$ cat config.mk
export PLATFORM = sky130hd
export DESIGN_NAME = glip_tx_channel_arbiter_flat
export DESIGN_NICKNAME = d
export VERILOG_FILES = /design/src/rtl/glip_tx_channel_arbiter_if.sv /design/src/rtl/glip_tx_channel_arbiter.sv /design/src/flat_wrapper.sv
export SDC_FILE = /design/constraint.sdc
export NUM_CORES = 1
export LEC_CHECK = 0
export ABC_AREA = 0
export BUFFER_PORTS_ARGS = -buffer_cell sky130_fd_sc_hd__buf_2
export CAP_MARGIN = 5
export CORE_UTILIZATION = 45
export DETAILED_ROUTE_END_ITERATION = 16
export PLACE_DENSITY = 0.95
export SYNTH_ARGS = -nofsm -noshare
export SYNTH_HDL_FRONTEND = slang
export SYNTH_SLANG_ARGS = --single-unit
$ cat constraint.sdc
create_clock -name i_clk -period 5.4 [get_ports i_clk]
set_input_delay 1.08 -clock i_clk [delete_from_list [all_inputs] [get_ports i_clk]]
set_output_delay 1.08 -clock i_clk [all_outputs]
set_load 0.01 [all_outputs]
$ cat src/rtl/glip_tx_channel_arbiter_if.sv
// Stream bundle between the logic-side channels, the arbiter and the toplevel fifo_out port.
// A word moves when valid && ready are both high at a rising clk edge; valid never waits on ready.
interface glip_tx_channel_arbiter_if #(
    parameter int WIDTH    = 16,
    parameter int CHANNELS = 4
);
    logic [CHANNELS-1:0]       in_valid;
    logic [CHANNELS-1:0]       in_ready;
    logic [CHANNELS*WIDTH-1:0] in_data;
    logic                      out_valid;
    logic                      out_ready;
    logic [WIDTH-1:0]          out_data;

    modport slave (
        input  in_valid, in_data, out_ready,
        output in_ready, out_valid, out_data
    );

    modport master (
        output in_valid, in_data, out_ready,
        input  in_ready, out_valid, out_data
    );
endinterface

$ cat src/rtl/glip_tx_channel_arbiter.sv
// Round-robin arbiter sharing one fifo_out stream between CHANNELS producers.
// Each grant emits a channel-id header word, then up to MAX_BURST data words.
module glip_tx_channel_arbiter #(
    parameter int          WIDTH      = 16,
    parameter int          CHANNELS   = 4,
    parameter int          MAX_BURST  = 64,
    parameter logic [7:0]  HEADER_TAG = 8'hA5
) (
    input  logic                         i_clk,
    input  logic                         i_rst_n,
    input  logic                         i_arb_enable,
    glip_tx_channel_arbiter_if.slave     io_bus,
    output logic [CHANNELS-1:0]          o_grant,
    output logic                         o_burst_active,
    output logic [1:0]                   o_state
);

    localparam int PTR_W = $clog2(CHANNELS);
    localparam int CNT_W = $clog2(MAX_BURST + 1);

    typedef enum logic [1:0] {
        S_IDLE   = 2'd0,
        S_HEADER = 2'd1,
        S_BURST  = 2'd2
    } state_t;

    state_t           r_state;
    state_t           w_state_nxt;
    logic [PTR_W-1:0] r_rr_ptr;
    logic [PTR_W-1:0] r_sel;
    logic [PTR_W-1:0] w_pick;
    logic             w_found;
    logic [CNT_W-1:0] r_cnt;
    logic [WIDTH-1:0] r_header;
    logic [WIDTH-1:0] w_header;
    logic             w_start;
    logic             w_beat;
    logic             w_done;

    // First requester at or after r_rr_ptr, wrapping modulo CHANNELS.
    always_comb begin
        w_found = 1'b0;
        w_pick  = '0;
        for (int i = 0; i < CHANNELS; i++) begin
            if (!w_found && io_bus.in_valid[(int'(r_rr_ptr) + i) % CHANNELS]) begin
                w_found = 1'b1;
                w_pick  = PTR_W'((int'(r_rr_ptr) + i) % CHANNELS);
            end
        end
    end

    always_comb begin
        w_header        = '0;
        w_header[15:8]  = HEADER_TAG;
        w_header[3:0]   = 4'(w_pick);
    end

    always_comb begin
        w_state_nxt       = r_state;
        w_start           = 1'b0;
        w_beat            = 1'b0;
        w_done            = 1'b0;
        io_bus.out_valid  = 1'b0;
        io_bus.out_data   = r_header;
        io_bus.in_ready   = '0;
        o_grant           = '0;
        o_burst_active    = 1'b0;
        case (r_state)
            S_IDLE: begin
                if (i_arb_enable && w_found) begin
                    w_start     = 1'b1;
                    w_state_nxt = S_HEADER;
                end
            end
            S_HEADER: begin
                io_bus.out_valid = 1'b1;
                o_grant[r_sel]   = 1'b1;
                o_burst_active   = 1'b1;
                if (io_bus.out_ready) begin
                    w_state_nxt = S_BURST;
                end
            end
            S_BURST: begin
                io_bus.out_valid       = io_bus.in_valid[r_sel];
                io_bus.out_data        = io_bus.in_data[r_sel*WIDTH +: WIDTH];
                io_bus.in_ready[r_sel] = io_bus.out_ready;
                o_grant[r_sel]         = 1'b1;
                o_burst_active         = 1'b1;
                // A gap on the owning channel ends the burst without losing a word.
                if (!io_bus.in_valid[r_sel]) begin
                    w_done      = 1'b1;
                    w_state_nxt = S_IDLE;
                end else if (io_bus.out_ready) begin
                    w_beat = 1'b1;
                    if (r_cnt == CNT_W'(MAX_BURST - 1)) begin
                        w_done      = 1'b1;
                        w_state_nxt = S_IDLE;
                    end
                end
            end
            default: w_state_nxt = S_IDLE;
        endcase
    end

    assign o_state = r_state;

    always_ff @(posedge i_clk or negedge i_rst_n) begin
        if (!i_rst_n) begin
            r_state  <= S_IDLE;
            r_rr_ptr <= '0;
            r_sel    <= '0;
            r_cnt    <= '0;
            r_header <= '0;
        end else begin
            r_state <= w_state_nxt;
            if (w_start) begin
                r_sel    <= w_pick;
                r_header <= w_header;
                r_cnt    <= '0;
            end
            if (w_beat) begin
                r_cnt <= r_cnt + 1'b1;
            end
            if (w_done) begin
                r_rr_ptr <= (r_sel == PTR_W'(CHANNELS - 1)) ? '0 : r_sel + 1'b1;
            end
        end
    end

endmodule

$ cat src/flat_wrapper.sv
// flat-port wrapper written by rule: the top's interface ports become plain ports
module glip_tx_channel_arbiter_flat 
#(
    parameter int          WIDTH      = 16,
    parameter int          CHANNELS   = 4,
    parameter int          MAX_BURST  = 64,
    parameter logic [7:0]  HEADER_TAG = 8'hA5
)
  (i_clk, i_rst_n, i_arb_enable, o_grant, o_burst_active, o_state, io_bus_in_valid, io_bus_in_data, io_bus_out_ready, io_bus_in_ready, io_bus_out_valid, io_bus_out_data);
  glip_tx_channel_arbiter_if #(.WIDTH(WIDTH), .CHANNELS(CHANNELS)) io_bus_i ();
  input  logic i_clk;
  input  logic i_rst_n;
  input  logic i_arb_enable;
  output logic [CHANNELS-1:0] o_grant;
  output logic o_burst_active;
  output logic [1:0] o_state;
  input wire logic [$bits(io_bus_i.in_valid)-1:0] io_bus_in_valid;
  input wire logic [$bits(io_bus_i.in_data)-1:0] io_bus_in_data;
  input wire logic [$bits(io_bus_i.out_ready)-1:0] io_bus_out_ready;
  output wire logic [$bits(io_bus_i.in_ready)-1:0] io_bus_in_ready;
  output wire logic [$bits(io_bus_i.out_valid)-1:0] io_bus_out_valid;
  output wire logic [$bits(io_bus_i.out_data)-1:0] io_bus_out_data;
  assign io_bus_i.in_valid = io_bus_in_valid;
  assign io_bus_i.in_data = io_bus_in_data;
  assign io_bus_i.out_ready = io_bus_out_ready;
  assign io_bus_in_ready = io_bus_i.in_ready;
  assign io_bus_out_valid = io_bus_i.out_valid;
  assign io_bus_out_data = io_bus_i.out_data;
  glip_tx_channel_arbiter #(.WIDTH(WIDTH), .CHANNELS(CHANNELS), .MAX_BURST(MAX_BURST), .HEADER_TAG(HEADER_TAG)) u_core (.i_clk(i_clk), .i_rst_n(i_rst_n), .i_arb_enable(i_arb_enable), .io_bus(io_bus_i), .o_grant(o_grant), .o_burst_active(o_burst_active), .o_state(o_state));
endmodule
Word level (Yosys, flattened, before mapping)
Cells that the tools add are included.

Add/sub/neg operators: 5. $mul: 0. Divide/modulo/power cells: 0. $lt $le $gt $ge: 6. Equality and inequality tests: 8. Shift operators: 1. Muxes and demuxes: 46. Bitwise operators: 4. Reduce and logical (&&, ||, !) cells: 15.

Operators with widths (number): 64-bit by 7-bit indexed part select with 16-bit output (1); 1-bit 2-to-1 mux (23); 2-bit 2-to-1 mux (10); 16-bit 2-to-1 mux (1); 7-bit 2-to-1 mux (2); 3-bit by 4-bit < comparator with 1-bit output (second input constant) (3); 1-bit binary-select mux with 2-bit select (5); 4-bit 2-to-1 mux (2); 2-bit OR reduction (4); 7-bit by 1-bit adder with 7-bit output (second input constant) (1); 7-bit by 6-bit == test with 1-bit output (second input constant) (1); 2-bit by 3-bit < comparator with 1-bit output (second input constant) (2); 3-bit inequality test (second input constant) (2); 2-bit one-hot mux with 3 select lines (1); 1-bit logical AND (5); 2-bit by 1-bit adder with 2-bit output (second input constant) (2); 2-bit adder (second input constant) (2); 4-bit bitwise AND (1); 2-bit == test (second input constant) (2); 4-bit AND reduction (1); 1-bit bitwise AND (first input constant) (3); 1-bit logical NOT (3); 1-bit demux with 2-bit select (1); 2-bit by 1-bit == test with 1-bit output (second input constant) (1); 6 further kinds (6).

Register bits: 16. Latch bits: 0. Memory bits (writable): 0. Bits in read-only memories: 0. Input bits: 72. Output and inout bits: 28. Memories: 0.

Longest topological paths before layout
Depth in word-level cells: 19. Mapped depth: 6. Depth with buffers taken out: 6.

Worst setup path before layout
OpenSTA, ideal clock, no wires.

Path type: input to output. Start point: in io_bus_in_valid[3]. End point: out io_bus_out_valid. Data arrival time: 1.851 ns. Slack: 2.469 ns. Stages on the path: 3. Buffers on the path: 0. Path through: mux4_2 -> nand2_1 -> a21boi_0.

Word-level cells in the longest chain between the ends: 3.

RTL lines: from (decl) (RTL line flat_wrapper.sv:17) `input wire logic [$bits(io_bus_i.in_valid)-1:0] io_bus_in_valid;`; 1-bit binary-select mux with 2-bit select (RTL line glip_tx_channel_arbiter.sv:84) `io_bus.out_valid = io_bus.in_valid[r_sel];`; 1-bit 2-to-1 mux (implied by the code) (RTL line glip_tx_channel_arbiter.sv:84); 1-bit one-hot mux with 2 select lines (RTL line glip_tx_channel_arbiter.sv:68) `case (r_state)`; to (decl) (RTL line flat_wrapper.sv:21) `output wire logic [$bits(io_bus_i.out_valid)-1:0] io_bus_out_valid;`.

Every way passes these cells. The select of a mux whose other input is x is not followed.

Worst setup path in the final report
Start point: reg u_core.r_sel[0]. End point: out io_bus_out_valid.

Word-level cells in the longest chain between the ends: 3.

RTL lines: from (decl) (RTL line glip_tx_channel_arbiter.sv:30) `logic [PTR_W-1:0] r_sel;`; from (signal assigned) (RTL line glip_tx_channel_arbiter.sv:117) `r_sel <= w_pick;`; 1-bit binary-select mux with 2-bit select (RTL line glip_tx_channel_arbiter.sv:84); 1-bit 2-to-1 mux (implied by the code) (RTL line glip_tx_channel_arbiter.sv:84); 1-bit one-hot mux with 2 select lines (RTL line glip_tx_channel_arbiter.sv:68).

Every way passes these cells. The select of a mux whose other input is x is not followed.

==> qor.yml <==
global_route:
  grt_pass1_vias: 1404
  grt_max_degree: 29
  grt_pass1_wl_um: 5900
  track_usage_pct: 22.2
  antenna_found_initial: 0
  overflow: 0
routing:
  ant_nets: 0
  wl_um: 3990
  wire_per_inst_um: 13.8
  via_per_inst: 5.31
  drc: 0
  first_pass_iters: 4
  drt-initial-drc-count: 83
  via_count: 1536
flow_run:
  cap_violations: 0
final_layout:
  final_cell_mix: "99 x buf_2, 22 x nand2_1, 15 x mux4_2, 14 x and2_1, 14 x dfrtp_1"
  nNetsFinal: 327
  finalNonFillerCells: 289
  final_util_pct: 65.9
  final_common_cell: "buf_2"
  drive_above_1_share_pct: 52.2
  diodes: 0
  area_growth_syn_to_layout_pct: 37.6
pwr:
  internal_power_uw: 435
  seqPwrFrac_pct: 27.3
  irDropWorstVdd_mv: 0.325
  power_leakage_nw: 1.02
  p_per_area_mw_per_mm2: 382
  switching_share_pct: 43.9
  comb_power_share_pct: 62.6
  p_switching_uw: 340
  clockPowerShare_pct: 10.1
synth:
  async_flop_share_pct: 100
  syn_area_mm2: 0.00147
  synth_edf_count: 0
  ys_warn_count: 0
  syn-num-nets: 231
  ys_seq_area_share_pct: 23.8
  synthCells: 150
  synth_ff_type: "dfrtp_1"
  syn_area_per_cell_um2: 9.82
  yosys_register_bits: 14
  synthDistinctLibCells: 36
timing:
  rsz0062_at_grt: "false"
  clock_skew_ns: 0.00597
  clock.fmax_mhz: 292
  fin_crit_sh_pct: 63.4
  worst_pin_slew_ns: 1.14
  relSlewSlack_pct: 24.1
  setup_violations: 0
  postLayoutSetupSlackWorst_ns: 1.98
  tns_ns: 0
  min_period_ns: 3.42
  maxSlewViolCount: 0
  hold_viol: 0
floorplan:
  initial_core_util_pct: 47.8
  rows: 20
  die_area_mm2: 0.00351
  coreArea_mm2: 0.00308
  fp.dieW_um: 59.2
  die_h_um: 59.2
  boundaryPins: 100
setup_path:
  startpoint_type: "flop"
  cp.arrival_ns: 2.34
  startpoint: "u_core.r_sel[0]"
  critical_path_required_ns: 4.32
  criticalPathCategory: "flop to output port"
  cp-end-kind: "output port"
  r2r_start: "u_core.r_sel[0]"
  path_max_fanout: 22
placed_design:
  place.gp.congestion: 0.820
  portBuffers: 99
  dp_slack_ns: 2.20
  numPlacedInstances: 285
  hpwlAfterDp_um: 3180
clock_network:
  ctsHoldBuffers: 0
  clockBufferDepth: 2
  clk_latency_ns: 0.29
  postCtsSetupBuffers: 0
  cts.clk_slew.worst_paths_ns: 0.09
  cts.repair.resized: 0
  cts_max_level: 1
  numCtsBuffers: 3
  cts_root_buffer: "clkbuf_4"
  clock-sinks: 14
  cts_tree: "done"
min_path:
  hp-class: "flop to flop"
  hp-start: "u_core.r_header[8]"
outcome:
  status: "completed"
==> cells by family after synthesis <==
family,Yosys count,synth area share [%]
xor+xnor,2,1.19
compound gates,29,14.4
buf+inv,15,3.99
flops,14,23.8
simple gates,59,20.8
mux,22,28.1
fa+ha+maj,9,7.65
==> power by group through the flow <==
| stage | Clock [mW] | Sequential (mW) | Combinational, mW |
|---|---|---|---|
| floorplan | 0 | 0.159 | 0.381 |
| global placement | 0 | 0.211 | 0.469 |
| detailed placement | 0 | 0.216 | 0.485 |
| CTS | 0.0796 | 0.213 | 0.487 |
| global route | 0.0819 | 0.222 | 0.531 |
| finish | 0.0784 | 0.211 | 0.485 |
==> stage by stage <==
step | instance area, um2 | hold WS [ns] | total power [mW]
floorplan | 1470 | 0.436 | 0.540
global placement | 1990 | 0.456 | 0.680
detailed placement | 1990 | 0.471 | 0.701
CTS | 2030 | 0.496 | 0.780
global route | 2030 | 0.501 | 0.836
finish | 2030 | 0.496 | 0.774
==> Yosys cell counts, types with 4 or more instances <==
master	count	area, um2
and3_1	4	25.0
a21oi_1	4	20.0
nand2_1	22	82.6
mux4_2	15	338
dfrtp_1	14	350
nor2_1	5	18.8
mux2_2	5	56.3
o21ai_0	9	45.0
and2_1	14	87.6
inv_1	7	26.3
ha_1	9	113
==> cell type report <==
class | count | area, um2
Tap cell | 44 | 55.1
Clock buffer | 4 | 36.3
Timing Repair Buffer | 99 | 495
Sequential cell | 14 | 350
Inverter | 7 | 26.3
Multi-Input combinational cell | 121 | 1060
Fill cell | 241 | 1050
==> flip-flops by register name, indices dropped and copies added (netlist names) <==
name and cells:
u_core.r_sel 1, u_core.r_cnt 7, u_core.r_rr_ptr 2, u_core.o_state 2
u_core.r_header 2
==> per-layer routing <==
layer | GRT usage (%) | wire length [um] | vias up
met3 | 2.18 | 333 | 3
met4 | 7.14 | 30 | 0
met1 | 25.1 | 1480 | 725
met5 | 0 | 0 | -
met2 | 42.9 | 2150 | 69
li1 | - | - | 739
==> worst paths after layout <==
| check | to | slack, ns | cells after the start |
|---|---|---|---|
| worst max-delay path | io_bus_out_valid | 1.98 | 4 |
| min in group asynchronous | u_core.r_cnt[0] | 0.66 | 1 |
| worst min register to register | u_core.r_header[8] | 0.50 | 1 |
| worst min-delay path | u_core.r_header[8] | 0.50 | 1 |
| max in group asynchronous | u_core.r_cnt[6] | 4.49 | 1 |
| worst max register to register | u_core.o_state[1] | 3.02 | 4 |
==> worst max-delay path, stage by stage (launching register included) <==
cell      delay, ns
dfrtp_1        1.10
mux4_2         0.48
nand2_1        0.10
a21boi_0       0.22
buf_2          0.16
Power figures use the tool's default switching activity.
